**src/rtl/shift_arbiter.sv**
```systemverilog
// -----------------------------------------------------------------------------
// shift_arbiter
//
// Two requesters (A and B) share a single combinational left shifter. At most
// one request is granted per cycle. The granted operand is shifted left and
// the vacated LSBs are filled with the requester's fill bit. The result lands
// in a one-entry output register that has a valid/ready handshake.
//
// Ports
//   Clock          sole clock, rising edge
//   ResetN         synchronous, active-low reset
//   AValid/BValid  requester has a shift request
//   AReady/BReady  request accepted this cycle (Valid && Ready)
//   AIn/BIn        operand, WIDTH bits
//   AShiftAmount/BShiftAmount  left-shift count, $clog2(WIDTH) bits
//   AShiftIn/BShiftIn          fill bit for the vacated LSBs
//   Out            registered shift result
//   OutSrc         source of Out: 0 = A, 1 = B
//   OutValid       Out/OutSrc hold a valid result
//   OutReady       consumer takes the result when OutValid && OutReady
//
// Configuration
//   SHIFT_ARBITER_RR_EN  defined: round-robin between A and B on contention.
//                        undefined (default): fixed priority, A always wins.
// -----------------------------------------------------------------------------
module shift_arbiter #(
  parameter int WIDTH = 32
) (
  input  logic                     Clock,
  input  logic                     ResetN,
  input  logic                     AValid,
  output logic                     AReady,
  input  logic [WIDTH-1:0]         AIn,
  input  logic [$clog2(WIDTH)-1:0] AShiftAmount,
  input  logic                     AShiftIn,
  input  logic                     BValid,
  output logic                     BReady,
  input  logic [WIDTH-1:0]         BIn,
  input  logic [$clog2(WIDTH)-1:0] BShiftAmount,
  input  logic                     BShiftIn,
  output logic [WIDTH-1:0]         Out,
  output logic                     OutSrc,
  output logic                     OutValid,
  input  logic                     OutReady
);

  localparam int SW = $clog2(WIDTH);

  // The shift-count field and the shifter slicing assume a power-of-2 width.
  generate
    if (WIDTH < 2 || (WIDTH & (WIDTH - 1)) != 0) begin : g_width_check
      $fatal(1, "shift_arbiter: WIDTH must be a power of 2 (>= 2)");
    end
  endgenerate

  typedef enum logic {
    IDLE = 1'b0,
    HOLD = 1'b1
  } state_t;

  state_t           state;
  state_t           state_next;
  logic             free;
  logic             grant_a;
  logic             grant_b;
  logic             prefer_b;
  logic [WIDTH-1:0] sel_in;
  logic [SW-1:0]    sel_amt;
  logic             sel_fill;
  logic [2*WIDTH-1:0] wide;
  logic [WIDTH-1:0] shift_result;

`ifdef SHIFT_ARBITER_RR_EN
  // last_b = 1 means B was granted most recently; on contention the other
  // requester wins. Reset value B makes A win the first contended grant.
  logic last_b;

  always_ff @(posedge Clock) begin
    if (!ResetN) begin
      last_b <= 1'b1;
    end else if (grant_a || grant_b) begin
      last_b <= grant_b;
    end
  end

  assign prefer_b = ~last_b;
`else
  assign prefer_b = 1'b0;
`endif

  // Arbitration and next state. Readiness depends only on state, OutReady and
  // the valids; the slot is free when empty or being drained this cycle.
  // Holding ResetN low blocks every grant.
  always_comb begin
    free       = 1'b0;
    grant_a    = 1'b0;
    grant_b    = 1'b0;
    state_next = state;

    free    = ResetN && ((state == IDLE) || OutReady);
    grant_b = free && BValid && (!AValid || prefer_b);
    grant_a = free && AValid && !grant_b;

    if (grant_a || grant_b) begin
      state_next = HOLD;
    end else if ((state == HOLD) && OutReady) begin
      state_next = IDLE;
    end
  end

  assign AReady = grant_a;
  assign BReady = grant_b;

  // Shared shifter: the fill bits sit below the operand, so shifting the
  // double-width word left and taking its upper half brings S fill bits in.
  always_comb begin
    sel_in       = grant_b ? BIn          : AIn;
    sel_amt      = grant_b ? BShiftAmount : AShiftAmount;
    sel_fill     = grant_b ? BShiftIn     : AShiftIn;
    wide         = {sel_in, {WIDTH{sel_fill}}} << sel_amt;
    shift_result = wide[2*WIDTH-1 -: WIDTH];
  end

  // Output register and state. A reset discards any held result without a
  // handshake; the register is only loaded on a grant.
  always_ff @(posedge Clock) begin
    if (!ResetN) begin
      state  <= IDLE;
      Out    <= '0;
      OutSrc <= 1'b0;
    end else begin
      state <= state_next;
      if (grant_a || grant_b) begin
        Out    <= shift_result;
        OutSrc <= grant_b;
      end
    end
  end

  assign OutValid = (state == HOLD);

endmodule

```
**config.mk**
```make
export PLATFORM = sky130hd
export DESIGN_NAME = shift_arbiter
export DESIGN_NICKNAME = d
export VERILOG_FILES = /design/src/rtl/shift_arbiter.sv
export SDC_FILE = /design/constraint.sdc
export NUM_CORES = 1
export LEC_CHECK = 0
export CORE_ASPECT_RATIO = 1.5
export CORE_MARGIN = 2
export CORE_UTILIZATION = 30
export CTS_CLUSTER_DIAMETER = 80
export DETAILED_ROUTE_END_ITERATION = 6
export PLACE_DENSITY = 0.63
export SLEW_MARGIN = 10
export SYNTH_ARGS = -nofsm -noshare
export SYNTH_HDL_FRONTEND = slang
export SYNTH_SLANG_ARGS = --single-unit
```
**constraint.sdc**
```tcl
create_clock -name Clock -period 1.9 [get_ports Clock]
set_input_delay 0.285 -clock Clock [delete_from_list [all_inputs] [get_ports Clock]]
set_output_delay 0.285 -clock Clock [all_outputs]
set_load 0.01 [all_outputs]
```
# After elaboration in Yosys (flattened, before gate mapping)
# Cells that the tools add are included.
# word_totals
romBits	0
regBits	34
ramBits	0
latchBits	0
output_inout_bits	36
memories	0
inputBits	81
# classes
n_reduce_logical	11
magnitude_cmp	0
multipliers	0
add_sub_neg	0
eq_ne	0
muxes	5
div_mod_pow	0
shift	1
bitwise_logic	1
# ops
cell	count
left shift 64 x 5 -> 64 bit	1
two-way mux 32 bit	1
logical AND 1 bit	6
two-way mux 5 bit	1
two-way mux 1 bit	3
logical NOT 1 bit	2
logical OR 1 bit	2
nonzero test 2 bit	1
inverter 1 bit	1

# Logic depth before layout (Yosys ltp)
# Gate-level depths: netlist of run 1.
# logic_depth
word_depth	9
mapped_depth	10
ltp_nobuf	7

# Least setup slack after synthesis of run 1
# Ideal clock, no wire load.
# synth_path
path_kind	in2reg
start	input AShiftAmount[0]
end	register Out[29]
arrival_ps	1906
path_stages	8
required_time_ps	1778
path_slack_ps	-128
path_cell_list	buf_4 buf_6 buf_6 mux2i_1 mux2i_1 a2111oi_0 nor3_1 a221o_1
# synth_via
elab_chain_len	2
# synth_rtl
item	line_no	rtl
start, declared	34	input logic [$clog2(WIDTH)-1:0] AShiftAmount,
two-way mux 5 bit	118	sel_amt = grant_b ? BShiftAmount : AShiftAmount;
left shift 64 x 5 -> 64 bit	120	wide = {sel_in, {WIDTH{sel_fill}}} << sel_amt;
end signal, assigned	134	Out <= shift_result;
end, declared	41	output logic [WIDTH-1:0] Out,
# Every way passes these cells.
# A chain may end at the register's enable or synchronous reset.

# Worst setup path in the final report of run 1
# layout_path
start	register state (netlist: OutValid)
end	register Out[28]
# layout_via
elab_chain_len	8
word_cells_on_any_way	13
cone_classes	shift (1); mux (3); bitwise (1); reduce/logical (8)
# layout_rtl
item	line_no	rtl
start, declared	61	state_t state;
start signal, assigned	132	state <= state_next;
inverter 1 bit (*)	100	free = ResetN && ((state == IDLE) || OutReady);
logical OR 1 bit (*)	100	
logical AND 1 bit (*)	100	
branches (longest 5 deep; another with left shift 64 x 5 -> 64 bit)	n/a	
# Every way passes the cells marked *.

==> results of run 1 <==
what timing repair did:
action	CTS	global route
pin swaps	26	24
setup endpoints to repair	34	32
resized for setup	212	85
buffers inserted	23	13
cloned	7	0
layout by cell type (no fill, tap or decap), types with 5 or more instances in the layout:
cell,count
sky130_fd_sc_hd__mux2_2,16
sky130_fd_sc_hd__o21ai_2,5
sky130_fd_sc_hd__nor2_4,6
sky130_fd_sc_hd__o21ai_0,7
sky130_fd_sc_hd__clkbuf_16,5
sky130_fd_sc_hd__nor3_1,10
sky130_fd_sc_hd__buf_12,15
sky130_fd_sc_hd__o21ai_1,6
sky130_fd_sc_hd__mux2_4,25
sky130_fd_sc_hd__nand3_1,5
sky130_fd_sc_hd__dfxtp_1,33
sky130_fd_sc_hd__o22ai_1,6
sky130_fd_sc_hd__nor3_4,6
sky130_fd_sc_hd__a221o_1,7
sky130_fd_sc_hd__nand2_1,35
sky130_fd_sc_hd__mux2i_4,16
sky130_fd_sc_hd__dlymetal6s2s_1,5
sky130_fd_sc_hd__buf_6,23
sky130_fd_sc_hd__mux2i_2,22
sky130_fd_sc_hd__nor2_1,25
sky130_fd_sc_hd__o211ai_1,5
sky130_fd_sc_hd__a21oi_1,8
sky130_fd_sc_hd__buf_4,155
sky130_fd_sc_hd__dlygate4sd2_1,41
sky130_fd_sc_hd__nor3_2,9
sky130_fd_sc_hd__mux4_2,37
sky130_fd_sc_hd__mux2i_1,33
sky130_fd_sc_hd__clkdlybuf4s50_1,63
power by group through the flow:
stage | Clock [uW] | Sequential [uW] | Combinational (uW)
global placement | 0 | 864 | 1870
finish | 775 | 852 | 2400
global route | 804 | 860 | 2520
floorplan | 0 | 888 | 876
detailed placement | 0 | 865 | 1880
CTS | 778 | 852 | 2200
layout make-up:
type,instances,area share (%)
inverter,8,0.440
clock buffer,6,1.51
sequential,34,8.03
tap,196,2.88
multi-input combinational,390,51.9
clock inverter,1,0.0881
timing repair buffer,315,35.2
sequential cells by signal, summed over array words and instances, names as in the netlist:
name and flops:
Out 32, OutSrc 1, OutValid 1
worst paths after layout:
path / endpoint / slack, ns
worst max-delay path: Out[28] / -0.13
worst min-delay path: OutSrc / 0.43
worst max register to register: Out[28] / -0.13
worst min register to register: Out[10] / 0.46
cell families (layout without fill, tap and decap cells):
kind of cell,after synthesis,in the layout
compound gates,104,104
buf+inv,48,330
flops,34,34
mux,149,149
simple gates,136,137
layer usage:
layer  GRT usage [%]  share of wire [%]  up-vias
li1                -                  -     2450
met1            27.3                 38     2595
met2            44.1                 54      166
met3            1.37                3.2       54
met4            11.3                5.1        0
met5               0                  0        -
worst reg2reg max path, delay by kind of cell, from the launching register on:
family / cells / cell delay (ns)
flip-flops: 1 / 0.37
AO/OA/AOI/OAI: 1 / 0.33
multiplexers: 2 / 0.74
buffers and inverters: 2 / 0.21
AND/OR/NAND/NOR: 2 / 0.26
through the flow:
step | hold slack (ns) | total power, uW | setup slack, ns | cells
2_1_floorplan | 0.471 | 1760 | -0.0829 | 471
3_3_place_gp | 0.436 | 2730 | -0.971 | 903
3_5_place_dp | 0.458 | 2740 | -0.970 | 903
4_1_cts | 0.416 | 3830 | -0.134 | 940
5_1_grt | 0.443 | 4180 | -0.171 | 950
6_report | 0.426 | 4030 | -0.133 | 950
==> flow_metrics.tcl, run 1 <==
set metrics [dict create \
    outcome "finished, violations left" \
    failed_checks "negative setup slack" \
    power_switching_uw 1430 \
    cts_tree "built" \
    rsz0062_at_grt "yes" \
    worst_hold_path_type "in2reg" \
    per_cell_via_count_in_the_routed_design 5.54 \
    drtPass1Iterations 4 \
    placedInstanceArea_sq_um 6990 \
    clk_root_buffer_cell "sky130_fd_sc_hd__clkbuf_16" \
    finalClockSkew_ns 0.00365 \
    total_cts_buffers 5 \
    cts.hold.buffers_added 0 \
    area_growth_pct 91.5 \
    first_iter_violations 228 \
    clk-insertion-delay-late_ns 0.28 \
    critical_path.endpoint_type "register" \
    finalWirelength_um 19600 \
    globalRoute.totalOverflow 0 \
    rows 54 \
    worstSetupStartpoint "OutValid" \
    port_buffers 116 \
    cp_max_fo 6 \
    finalSetupViolations 21 \
    post_synth_xor_area_fraction_pct 0 \
    track_usage_pct 24.0 \
    yosys.area_share.simple_pct 15.1 \
    worstHoldStart "AValid" \
    power.leakage_uw 0.00357 \
    power_switching_share_pct 35.6 \
    post_synth_most_frequent_cells "sky130_fd_sc_hd__mux2i_1 (70), sky130_fd_sc_hd__mux2_2 (41), sky130_fd_sc_hd__nand2_1 (40), sky130_fd_sc_hd__mux4_2 (37), sky130_fd_sc_hd__dfxtp_1 (34)" \
    comb_power_share_pct 59.6 \
    synthFlopType "sky130_fd_sc_hd__dfxtp_1" \
    post_synth.cell_area_avg_sq_um 9.45 \
    fill_cells 1218 \
    max-vdd-ir-drop_v 0.000365 \
    seq_area_frac_synth_pct 15.3 \
    antenna_found_initial 0 \
    layout-drive-gt1-share_pct 55.6 \
    worst_path_largest_cell_delay_ns 0.55 \
    clock_power_share_pct 19.2 \
    routed_wire_length_per_instance_um 20.6 \
    multiInputGateArea_sq_um 4420 \
    dieArea_sq_um 15800 \
    die_height_um 153 \
    setup_total_negative_slack_ns -1.28 \
    synth.most_common_cell "sky130_fd_sc_hd__mux2i_1" \
    power_frac_seq_pct 21.2 \
    report.final.hold_viol_count 0 \
    die_width_um 103 \
    max_cap_violations 0 \
    tightest_slew_ns 0.528 \
    layout.area.seq_sq_um 684 \
    synth_compound_area_share_pct 18.0 \
    cp_depth 7 \
    fin_nets 835 \
    worst_endpoint_data_arrival_time_ns 2.20 \
    share_of_synthesized_area_spent_on_multiplexers_pct 45.1 \
    ys_seq_elements 34 \
    largest_delay_contributor_family_on_the_critical_path "multiplexers" \
    cell_internal_pwr_uw 2590 \
    diode_insertion_count_for_antenna_repair 0 \
    cts_htree_levels 2 \
    synth_area_leaders "sky130_fd_sc_hd__mux4_2 (19%), sky130_fd_sc_hd__mux2i_1 (16%), sky130_fd_sc_hd__dfxtp_1 (15%), sky130_fd_sc_hd__mux2_2 (10%), sky130_fd_sc_hd__nand2_1 (3.4%)" \
    yosysWarningCount 0 \
    grt_start_max_net_pins 19 \
    grt_first_pass_wirelength_um 29400 \
    post_synth_adder_cell_area_pct 0 \
    synth-edff-count 0 \
    initial_utilization_pct 30.6 \
    finalMaxSlewViolations 0 \
    critical_path.cell_chain "nand2b_4 > nand3_4 > inv_8 > buf_8 > mux2i_4 > mux4_2 > a221o_1" \
    gp_congestion 0.936 \
    vias_in_the_first_global_route 5505 \
    clock_transition_at_the_registers_of_the_reported_paths_ns 0.05 \
    async_reset_ff_share_pct 0 \
    critical_path.n_buffers_inverters 2 \
    worstPathRequired_ns 2.07 \
    synth.cell_area_sq_um 4450 \
    worstHoldPathCells 3 \
    postLayoutCoreUtil_pct 58.7 \
    startpoint_types "register" \
    fmax_mhz 492 \
    synthesis.nets 552 \
    tritoncts_sinks 34 \
    remaining_routing_drc_violations 0 \
    ys_types 66 \
    r2r-start "OutValid" \
    antenna_violating_nets_post_route 0 \
    power.density_cell_area_nw_per_um2 472 \
    synth.largest_area_cell "sky130_fd_sc_hd__mux4_2" \
    final.period_utilization_pct 107 \
    max-clock-path-buffers 2 \
    final.min_clock_period_ns 2.03 \
    syn_inst 471 \
    setup_ws_final_ns -0.133 \
    combinational_family_with_the_most_area_after_synthesis "multiplexers" \
    slew_headroom_pct 63.8 \
    synth_top_cell_area_share_pct 18.7 \
    stdcell_area_sq_um 8530 \
    setup.worst_path.class "reg2reg" \
    fp.coreArea_sq_um 14500 \
    via_count 5265 \
    worst_reg2reg_path_depth 7 \
    design.portCount 117 \
    worst_path_max_delay_cell "sky130_fd_sc_hd__mux4_2" \
    place.detailed.hpwl_um 15300 \
]
Power figures use the tool's default switching activity.
==> run 2, diff against run 1 <==
- TNS_END_PERCENT: default -> 20
==> run 2 against run 1 <==
The run still ends with negative setup slack left. Combinational power decreased by 8%. Final area decreased by 6.3%. Core utilization decreased by 3.7 points. Sequential share of layout area increased by 0.54 points. Non-clock buffer count decreased by 22.
==> flow_metrics.tcl, run 2 (synthesis results as in run 1) <==
set metrics [dict create \
    outcome "finished, violations left" \
    finalClockSkew_ns 0.00421 \
    rows 54 \
    mostFrequentLayoutCell "sky130_fd_sc_hd__buf_4" \
    grt_first_pass_wirelength_um 30400 \
    final.min_clock_period_ns 2.11 \
    tightest_slew_ns 0.525 \
    fmax_mhz 473 \
    per_cell_via_count_in_the_routed_design 5.64 \
    dieArea_sq_um 15800 \
    worstPathRequired_ns 2.09 \
    startpoint_types "register" \
    fill_cells 1309 \
    worstSetupStartpoint "OutValid" \
    routed_wire_length_per_instance_um 21.8 \
    r2r-start "OutValid" \
    gp_congestion 0.929 \
    critical_path.endpoint_type "register" \
    dp_worst_setup_slack_ns -1.06 \
    rsz0062_at_grt "yes" \
    max-clock-path-buffers 2 \
    die_width_um 103 \
    fp.coreArea_sq_um 14500 \
    antenna_found_initial 0 \
    grt_start_max_net_pins 18 \
    layout.cells.non_filler 928 \
    area_growth_pct 79.5 \
    power.density_cell_area_nw_per_um2 482 \
    total_cts_buffers 5 \
    slew_headroom_pct 64.8 \
    power.leakage_uw 0.00329 \
    drtPass1Iterations 5 \
    globalRoute.totalOverflow 0 \
    cts_tree "built" \
    clk_root_buffer_cell "sky130_fd_sc_hd__clkbuf_16" \
    tritoncts_sinks 34 \
    track_usage_pct 25.1 \
    diode_insertion_count_for_antenna_repair 0 \
    worst_endpoint_data_arrival_time_ns 2.31 \
    numPlacedInstances 900 \
    remaining_routing_drc_violations 0 \
    worstHoldStart "Out[1]" \
    antenna_violating_nets_post_route 0 \
    setup_total_negative_slack_ns -3.53 \
    finalMaxSlewViolations 0 \
    final.period_utilization_pct 111 \
    report.final.hold_viol_count 0 \
    vias_in_the_first_global_route 5505 \
    port_buffers 116 \
    layout.area.seq_sq_um 684 \
    fin_nets 814 \
    setup_ws_final_ns -0.214 \
    cp_max_fo 8 \
    place.detailed.hpwl_um 16000 \
    max-vdd-ir-drop_v 0.000384 \
    design.portCount 117 \
    first_iter_violations 221 \
    via_count 5233 \
    largest_register "Out" \
    layout-drive-gt1-share_pct 50.3 \
    setup.worst_path.class "reg2reg" \
    finalWirelength_um 20300 \
    worst_hold_path_type "reg2reg" \
    failed_checks "negative setup slack" \
    fin_hold_ws_ns 0.444 \
    cts_htree_levels 2 \
    finalSetupViolations 26 \
    clock_transition_at_the_registers_of_the_reported_paths_ns 0.05 \
    highest_count_cells_in_the_layout_ignoring_fill_and_taps "sky130_fd_sc_hd__buf_4 (137), sky130_fd_sc_hd__clkdlybuf4s50_1 (81), sky130_fd_sc_hd__mux2i_1 (40)" \
    initial_utilization_pct 30.6 \
    design_power_total_uw 3850 \
    multiInputGateArea_sq_um 4100 \
    largest_register_ff_count 32 \
    clk-insertion-delay-late_ns 0.28 \
    die_height_um 153 \
    max_cap_violations 0 \
]
[run 2: power breakdown]
group,internal (uW),switching (uW),total [uW]
sequential,797,52.8,849
clock,506,284,790
combinational,1200,1010,2210
[run 2: timing repair]
item,in CTS,in global routing
pin swaps,16,16
gates cloned,3,3
setup endpoints to repair,34,34
buffers inserted,10,8
hold buffers,0,0
gates resized for setup,149,67
[run 2: worst paths after layout]
kind	cells past startpoint	slack, ns	end
worst max-delay path	8	-0.21	Out[30]
worst min-delay path	2	0.44	Out[1]
worst max register to register	8	-0.21	Out[30]
worst min register to register	2	0.44	Out[1]
[run 2: critical path: stages (launching register included)]
cell and delay, ns:
sky130_fd_sc_hd__dfxtp_4 0.36, sky130_fd_sc_hd__nor2b_4 0.15, sky130_fd_sc_hd__o31ai_4 0.33, sky130_fd_sc_hd__buf_6 0.16
sky130_fd_sc_hd__nand2_4 0.12, sky130_fd_sc_hd__mux2i_4 0.23, sky130_fd_sc_hd__buf_4 0.16, sky130_fd_sc_hd__mux2_2 0.30
sky130_fd_sc_hd__o2111ai_1 0.21
[run 2: metal layers]
| metal | GRT usage (%) | part of all wire (%) | vias up |
|---|---|---|---|
| met2 | 46.1 | 55 | 217 |
| met4 | 12.2 | 4.9 | 0 |
| li1 | - | - | 2399 |
| met1 | 28.4 | 36 | 2564 |
| met5 | 0 | 0 | - |
| met3 | 1.51 | 4.3 | 53 |
[run 2: layout make-up]
| class | instances | area share, % |
|---|---|---|
| Multi-Input combinational cell | 391 | 51.3 |
| Sequential cell | 34 | 8.57 |
| Clock buffer | 6 | 1.74 |
| Inverter | 8 | 0.470 |
| Tap cell | 196 | 3.07 |
| Timing Repair Buffer | 293 | 34.8 |
[run 2: metrics by stage]
stage | instance area (sq um) | utilization (%)
3_3_place_gp | 6880 | 47.4
5_1_grt | 7990 | 55.0
3_5_place_dp | 6880 | 47.4
2_1_floorplan | 4480 | -
6_report | 7990 | 55.0
4_1_cts | 7610 | 52.4
